[src/rtl/imem_fetch_sequencer.sv]
// Shares one byte-wide, little-endian instruction memory port between the CPU
// fetch path (4-byte instruction assembly) and a program-loader write path.
module imem_fetch_sequencer #(
    parameter int unsigned ADDR_W    = 64,
    parameter int unsigned MEM_BYTES = 16
) (
    input  logic              clk,
    input  logic              reset,
    input  logic              fetch_req,
    input  logic [ADDR_W-1:0] fetch_addr,
    output logic              fetch_ready,
    output logic              fetch_valid,
    output logic [31:0]       fetch_instr,
    output logic              fetch_fault,
    input  logic              load_req,
    input  logic [ADDR_W-1:0] load_addr,
    input  logic [7:0]        load_wdata,
    output logic              load_ack,
    output logic              load_err,
    output logic [ADDR_W-1:0] mem_addr,
    output logic              mem_we,
    output logic [7:0]        mem_wdata,
    input  logic [7:0]        mem_rdata
);

    typedef enum logic [1:0] {IDLE, FETCH, DONE, WRITE} state_t;

    // base+3 >= MEM_BYTES rewritten as base >= MEM_BYTES-3 so the check never wraps
    localparam logic [ADDR_W-1:0] FETCH_LIMIT = ADDR_W'(MEM_BYTES - 3);
    localparam logic [ADDR_W-1:0] LOAD_LIMIT  = ADDR_W'(MEM_BYTES);

    state_t            state_q, state_d;
    logic [1:0]        beat_q, beat_d;
    logic [ADDR_W-1:0] base_q, base_d;
    logic [31:0]       instr_q, instr_d;
    logic              fault_q, fault_d;
    logic              prio_load_q, prio_load_d;
    logic              lderr_q, lderr_d;
    logic [ADDR_W-1:0] mem_addr_d;
    logic              mem_we_d;
    logic [7:0]        mem_wdata_d;

    logic grant_fetch;
    logic grant_load;
    logic fetch_bad;
    logic load_ok;

    // State and datapath registers; reset aborts any transaction in flight
    always_ff @(posedge clk) begin
        if (reset) begin
            state_q     <= IDLE;
            beat_q      <= '0;
            base_q      <= '0;
            instr_q     <= '0;
            fault_q     <= 1'b0;
            prio_load_q <= 1'b1;
            lderr_q     <= 1'b0;
            mem_addr    <= '0;
            mem_we      <= 1'b0;
            mem_wdata   <= '0;
        end else begin
            state_q     <= state_d;
            beat_q      <= beat_d;
            base_q      <= base_d;
            instr_q     <= instr_d;
            fault_q     <= fault_d;
            prio_load_q <= prio_load_d;
            lderr_q     <= lderr_d;
            mem_addr    <= mem_addr_d;
            mem_we      <= mem_we_d;
            mem_wdata   <= mem_wdata_d;
        end
    end

    // Arbitration, next-state and next-register values; status outputs decoded from state
    always_comb begin
        state_d     = state_q;
        beat_d      = beat_q;
        base_d      = base_q;
        instr_d     = instr_q;
        fault_d     = fault_q;
        prio_load_d = prio_load_q;
        lderr_d     = lderr_q;
        mem_addr_d  = mem_addr;
        mem_we_d    = 1'b0;
        mem_wdata_d = mem_wdata;

        grant_fetch = (state_q == IDLE) && fetch_req && (!load_req || !prio_load_q);
        grant_load  = (state_q == IDLE) && load_req  && (!fetch_req || prio_load_q);
        fetch_bad   = (fetch_addr[1:0] != 2'b00) || (fetch_addr >= FETCH_LIMIT);
        load_ok     = (load_addr < LOAD_LIMIT);

        case (state_q)
            IDLE: begin
                if (grant_fetch) begin
                    base_d      = fetch_addr;
                    instr_d     = '0;
                    fault_d     = fetch_bad;
                    prio_load_d = 1'b1;
                    if (fetch_bad) begin
                        state_d = DONE;
                    end else begin
                        mem_addr_d = fetch_addr;
                        beat_d     = '0;
                        state_d    = FETCH;
                    end
                end else if (grant_load) begin
                    prio_load_d = 1'b0;
                    lderr_d     = !load_ok;
                    state_d     = WRITE;
                    if (load_ok) begin
                        mem_addr_d  = load_addr;
                        mem_we_d    = 1'b1;
                        mem_wdata_d = load_wdata;
                    end
                end
            end
            FETCH: begin
                case (beat_q)
                    2'd0:    instr_d[7:0]   = mem_rdata;
                    2'd1:    instr_d[15:8]  = mem_rdata;
                    2'd2:    instr_d[23:16] = mem_rdata;
                    default: instr_d[31:24] = mem_rdata;
                endcase
                mem_addr_d = base_q + ADDR_W'(beat_q) + ADDR_W'(1);
                beat_d     = beat_q + 2'd1;
                if (beat_q == 2'd3) begin
                    state_d = DONE;
                end
            end
            DONE:    state_d = IDLE;
            default: state_d = IDLE;
        endcase

        fetch_ready = grant_fetch;
        fetch_valid = (state_q == DONE);
        fetch_fault = (state_q == DONE) && fault_q;
        fetch_instr = ((state_q == DONE) && !fault_q) ? instr_q : '0;
        load_ack    = (state_q == WRITE);
        load_err    = (state_q == WRITE) && lderr_q;
    end

endmodule

[config.mk]
export PLATFORM = sky130hd
export DESIGN_NAME = imem_fetch_sequencer
export DESIGN_NICKNAME = d
export VERILOG_FILES = /design/src/rtl/imem_fetch_sequencer.sv
export SDC_FILE = /design/constraint.sdc
export NUM_CORES = 1
export LEC_CHECK = 0
export CORE_MARGIN = 2
export CORE_UTILIZATION = 43
export DETAILED_ROUTE_END_ITERATION = 10
export GPL_TIMING_DRIVEN = 0
export PLACE_DENSITY = 0.79
export SLEW_MARGIN = 20
export SYNTH_ARGS = -nofsm -noshare
export SYNTH_HDL_FRONTEND = slang
export SYNTH_SLANG_ARGS = --single-unit
[constraint.sdc]
create_clock -name clk -period 2.35 [get_ports clk]
set_input_delay 0.3525 -clock clk [delete_from_list [all_inputs] [get_ports clk]]
set_output_delay 0.3525 -clock clk [all_outputs]
set_load 0.03 [all_outputs]
==> run metrics, run 1 <==
Post-synth EDFFs 0; Fin. Hold Viols 0; Internal between 5000 and 6000 uW; slew margin rel. approximately half; Pleak 0.00435 uW; syn_nets around 1,200; CP Launch Point beat_q[0]$_SDFFE_PP0P_; met1 wire length about 12 mm; outcome finished with violations; RSZ-0062 raised after global routing yes; Worst Hold Slack between 200 and 250 ps; Util after Layout 65.1%; Ports 258; Nets between 1,000 and 1,500; overall via count from detail_route around 9,300; reg2reg path depth 9; max-slew violation count 0; chip width 144 um; final setup violation count 2; layout cells sized above 1 between 10% and 20%; Synth Register Bits approximately 180; failing checks setup timing; Setup Skew ~7.3 ps; maxcap violations 0; Starting Density a little over two fifths; Power Total about 7400 uW; WL per Instance ~20 um; Critical Path AT about 2700 ps; # DRC 0; Worst-path clk slew around 70 ps; DR top layer met4; min-delay worst type input pin to flop; clk buf depth 2; total core area between 0.015 and 0.02 mm^2; Worst-Skew Late Latency approximately 430 ps; Post-CTS Hold Fix Bufs 0; clk sinks between 150 and 200; Layout fillers approximately 1,600; Pre-Repair DR Iteration Count 7; asr flop ratio synth 0%; Peak VDD IR roughly 0.6 mV; routability-driven placement congestion ratio about 0.96; CTS tree done; crit end category flop; drt initial violations 900; Cell Area, Synth around 0.0085 mm^2; WP data required approximately 2700 ps; min Tclk post-route between 2000 and 2500 ps; slack of the critical path -18.4 ps; P_sw between 2000 and 2500 uW; Setup crit end mem_addr[46]$_SDFFE_PP0P_; Power per Cell Area a little under 600 mW/mm^2; critical path launch point type flop; post-DP HPWL around 23 mm; Slew @ Worst Pin ~750 ps; gr ovfl total 0; initial antenna violation count 0; RR Endpoint mem_addr[46]$_SDFFE_PP0P_; CP Max Fanout 8; Clk pwr share 38.3%; Most used DFF post-synth dfxtp_1; vias in the first global route about 9,000; worst r2r src beat_q[0]$_SDFFE_PP0P_; Synth Instances about 1,000; fmax 422 MHz; commonest non-fill, non-tap cell in the layout clkdlybuf4s50_1; met3 wire len about 3.1 mm; vias per inst roughly 5.8; pin count of the biggest net entering global routing 17; htree depth 4; sequential share of the synthesized area between 40% and 50%; syn_area_per_cell ~8 um^2; commonest cells after routing, fill and taps aside clkdlybuf4s50_1 (219), nand2_1 (206), dfxtp_1 (160); first-pass GRT wire length around 47 mm; Core Rows 51; Synthesis Warnings 0; Root Driver clkbuf_16; Switching Fraction between 20% and 30%; Final period util 101%; Setup CP Type flop to flop; Die Ht 144 um; metal2 WL between 15 and 20 mm; IO buf count between 200 and 300; number of routed nets with antenna violations 0; r2r setup slk -20 ps; area of the die approximately 0.021 mm^2; Cell variety after synth 56; Reg power frac between 40 and 50%; total track usage roughly 30%; combinational power share 17.5%; cts bufs inserted 17; area grow syn2layout 49.3%; final WL 31.9 mm
## metrics by stage
stage / worst slack, ps / cell area (um^2) / TNS (ps) / instances
finish: -18.4 / 12600 / -23.2 / 1617
global route: -74.8 / 12600 / -437 / 1615
CTS: -28.5 / 12400 / -43.6 / 1610
detailed placement: -1750 / 11400 / -133360 / 1569
global placement: -1700 / 11400 / -125270 / 1569
floorplan: 46.2 / 8450 / 0 / 1047
## registers in the layout (all words and copies together) (netlist names)
name	cells
mem_we	1
lderr_q	1
fault_q	1
base_q	64
mem_addr	64
state_q	2
mem_wdata	8
beat_q	2
prio_load_q	1
instr_q	32
## cell usage after synthesis, types with 3 or more instances
cell type	n	area, um^2
nand2_1	208	781
dfxtp_1	176	3520
a21oi_1	106	531
nor4_1	56	350
clkbuf_1	54	203
nand3_1	53	265
o2bb2ai_1	47	412
and2_1	46	288
nor2_1	43	161
xnor2_1	35	307
nand4_1	27	169
o21ai_0	21	105
nor3_1	17	85.1
xor2_1	16	140
inv_1	13	48.8
nand2b_1	12	75.1
mux2i_1	10	100
nor3_2	10	100
a31oi_1	7	43.8
buf_1	7	26.3
nand4b_1	7	61.3
ha_1	6	75.1
and4_1	5	43.8
buf_2	5	25.0
o32ai_1	5	43.8
and3_1	4	25.0
o211ai_1	4	30.0
o31ai_1	4	30.0
or3_1	4	25.0
and4_2	3	30.0
nor2b_1	3	18.8
or4_1	3	22.5
## final cells by class
class / count / area (um^2) / area share, %
clock inverters: 11 / 114 / 0.902
well taps: 265 / 332 / 2.63
diodes: 2 / 5.00 / 0.0397
inverters: 13 / 51.3 / 0.407
clock buffers: 21 / 460 / 3.65
flip-flops and latches: 176 / 3550 / 28.1
plain buffers: 62 / 315 / 2.50
multi-input cells: 790 / 5000 / 39.6
repair buffers: 277 / 2790 / 22.1
## critical path, stage by stage (launching register included)
cell and delay, ps:
dfxtp_2 330, inv_2 50, ha_4 150, inv_2 50, fa_2 230, nand2_4 70
or4_4 650, nor4_1 450, o31ai_1 130, o21ai_0 160
## power groups by stage
stage,combinational [uW],clock [uW],sequential [uW]
after global routing,1370,2930,3280
after global placement,1150,0,3310
final,1290,2830,3260
after floorplan,508,0,3340
after CTS,1230,2810,3250
after detailed placement,1160,0,3310
## kinds of logic (layout without fill, tap and decap cells)
family          count (synthesis)  after routing  share of synthesized area, %
other cells                     0              2                             0
buf+inv                        81            384                          3.83
simple gates                  512            512                          31.0
fa+ha+maj                       7              7                          1.13
xor+xnor                       51             51                          5.28
mux                            10             10                          1.18
flops                         176            176                          41.7
compound gates                210            210                          15.9
## worst min-delay path by stage
stage | start | end | cells past startpoint
after floorplan | base_q[0]$_SDFFE_PP0P_ | base_q[0]$_SDFFE_PP0P_ | 2
after global placement | base_q[0]$_SDFFE_PP0P_ | base_q[0]$_SDFFE_PP0P_ | 2
after detailed placement | mem_addr[58]$_SDFFE_PP0P_ | mem_addr[58]$_SDFFE_PP0P_ | 1
after CTS | base_q[0]$_SDFFE_PP0P_ | base_q[0]$_SDFFE_PP0P_ | 2
after global routing | fetch_addr[23] | base_q[23]$_SDFFE_PP0P_ | 3
final | fetch_addr[23] | base_q[23]$_SDFFE_PP0P_ | 3
## per-layer routing
layer / vias up / global-route usage [%]
met5: - / 0
met4: 0 / 15.1
met3: 109 / 6.32
met2: 541 / 50.1
met1: 4345 / 36.1
li1: 4319 / -
## timing repair
item / CTS / global route
endpoints found under the hold margin: 0 / 0
buffers inserted: 10 / 9
setup endpoints to repair: 180 / 100
gates cloned: 1 / 0
pin swaps: 15 / 22
resized for setup: 176 / 72
Power figures use the tool's default switching activity.
==> run 2, diff against run 1 <==
Settings changed: MAX_ROUTING_LAYER set to met4.
==> run 2 against run 1 <==
  * The run still ends with setup timing left
  * Critical path depth down 3
  * Wire length down 1.7%
  * Combinational power about the same
  * Final cell count shrank 0.19%
  * Flip-flop and latch count stayed put
  * Die area is the same
  * Worst setup slack lost 25 ps
  * Register-to-register slack got worse by 30 ps
  * Clock power up 7%
  * Non-clock buffer count shrank 1
  * Power is 2.7% higher
  * Utilization is the same
==> run metrics, run 2 (same netlist as run 1, synthesis figures left out) <==
DP Worst Slack -1730 ps; Worst-path clk slew 70 ps; initial antenna violation count 0; IO buf count around 260; final setup violation count 4; Largest regs base_q (64), mem_addr (64), instr_q (32); WP data required ~2700 ps; Fin. Hold Viols 0; P_sw 2060 uW; total core area 0.0194 mm^2; combinational power share between 10% and 20%; drt initial violations between 800 and 900; slack of the critical path -43.6 ps; Nets between 1,000 and 1,500; # DRC 0; critical path launch point type flop; chip width 144 um; Slew @ Worst Pin roughly 750 ps; met3 wire len around 3 mm; overall via count from detail_route 9,288; Layout fillers 1,628; CP max stage cell or4b_4; total track usage 29.8%; gr ovfl total 0; Switching Fraction 27.3%; CTS tree done; Setup CP Type flop to flop; fmax ~420 MHz; Internal 5500 uW; area of the die 0.0208 mm^2; post-DP HPWL approximately 24 mm; routability-driven placement congestion ratio between 0.9 and 1; RSZ-0062 raised after global routing yes; cts bufs inserted 17; htree depth 4; Root Driver clkbuf_16; Post-DP Area 0.0114 mm^2; layout cells sized above 1 approximately an eighth; WL per Instance roughly 19 um; pin count of the biggest net entering global routing 17; Clk pwr share around two fifths; Power per Cell Area roughly 600 mW/mm^2; Die Ht 144 um; post-route cell area between 0.01 and 0.015 mm^2; outcome finished with violations; DR top layer met4; final WL 31.3 mm; clk sinks ~180; vias per inst approximately 5.8; Pleak around 0.0042 uW; CP Max Fanout 7; Reg power frac 43.0%; number of routed nets with antenna violations 0; vias in the first global route roughly 8,800; Setup Skew approximately 11 ps; Post-CTS Hold Fix Bufs 0; failing checks setup timing; min Tclk post-route 2390 ps; Ports ~260; Worst-Skew Late Latency 430 ps; commonest non-fill, non-tap cell in the layout clkdlybuf4s50_1; Worst Hold Slack roughly 420 ps; met1 wire length between 10 and 15 mm; area grow syn2layout 49.3%; Pre-Repair DR Iteration Count 6; Peak VDD IR 0.509 mV; Core Rows ~50; min-delay worst type input pin to flop; first-pass GRT wire length approximately 46 mm; crit end category flop; Final period util 102%; metal2 WL between 15 and 20 mm; commonest cells after routing, fill and taps aside clkdlybuf4s50_1 (223), nand2_1 (206), dfxtp_1 (162); Critical Path AT between 2000 and 3000 ps; max-slew violation count 0; slew margin rel. 50.2%; maxcap violations 0; largest stage delay on the critical path about 610 ps; Starting Density approximately 44%; CP cell instances nand4_2 -> nor4_1 -> or4b_4 -> or4_4 -> and2_4 -> o2bb2ai_2; clk buf depth 2
run 2: cell types whose count changed in the layout (fill, tap and decap cells not counted), moves of 3 or more:
cell and change:
nor3_4 -3, clkdlybuf4s50_1 +4, nor3_2 +3, clkdlybuf4s18_2 -3, dlymetal6s2s_1 -5, clkinv_2 -6
run 2: metrics by stage:
stage | utilization, % | TNS, ps | power [uW] | std cells
6_report | 65.1 | -51.1 | 7570 | 1614
5_1_grt | 65.0 | -3900 | 7780 | 1612
4_1_cts | 63.6 | -77.0 | 7490 | 1604
3_5_place_dp | 58.5 | -128620 | 4470 | 1569
3_3_place_gp | 58.5 | -124880 | 4460 | 1569
2_1_floorplan | - | 0 | 3850 | 1047
run 2: area by class of cell:
cell class	count	area (um^2)	share of cell area, %
multi-input combinational	790	5000	39.6
sequential	176	3540	28.1
timing repair buffer	275	2740	21.7
clock buffer	21	460	3.65
tap	265	332	2.63
buffer	63	328	2.60
clock inverter	9	159	1.26
inverter	13	51.3	0.407
antenna	2	5.00	0.0397
run 2: worst paths after layout:
kind | startpoint | end | slack [ps] | cells past startpoint
worst max-delay path | base_q[25]$_SDFFE_PP0P_ | mem_addr[43]$_SDFFE_PP0P_ | -40 | 6
worst min-delay path | fetch_addr[19] | base_q[19]$_SDFFE_PP0P_ | 420 | 3
worst max register to register | base_q[25]$_SDFFE_PP0P_ | mem_addr[43]$_SDFFE_PP0P_ | -40 | 6
worst min register to register | instr_q[4]$_SDFFE_PP0P_ | instr_q[4]$_SDFFE_PP0P_ | 460 | 2
run 2: repair_timing:
item,CTS,global route
endpoints found under the setup margin,182,101
resized for setup,169,75
hold endpoints to repair,0,0
pin swaps,9,26
setup buffers,6,11
gates cloned,0,1
run 2: power groups by stage:
stage / sequential [uW] / clock, uW / combinational [uW]
floorplan: 3340 / 0 / 508
global placement: 3310 / 0 / 1150
detailed placement: 3310 / 0 / 1160
CTS: 3250 / 3020 / 1220
global route: 3270 / 3130 / 1370
finish: 3260 / 3020 / 1290
run 2: worst max-delay path, delay by kind of cell (launching register included):
kind | cells | cell delay (ps)
simple gates | 5 | 1780
flops | 1 | 420
compound gates | 1 | 120
run 2: per-layer routing:
metal,GRT usage [%],vias up
met5,-,-
met4,11.6,0
met3,5.36,75
met2,49.8,486
met1,36.0,4412
li1,-,4315
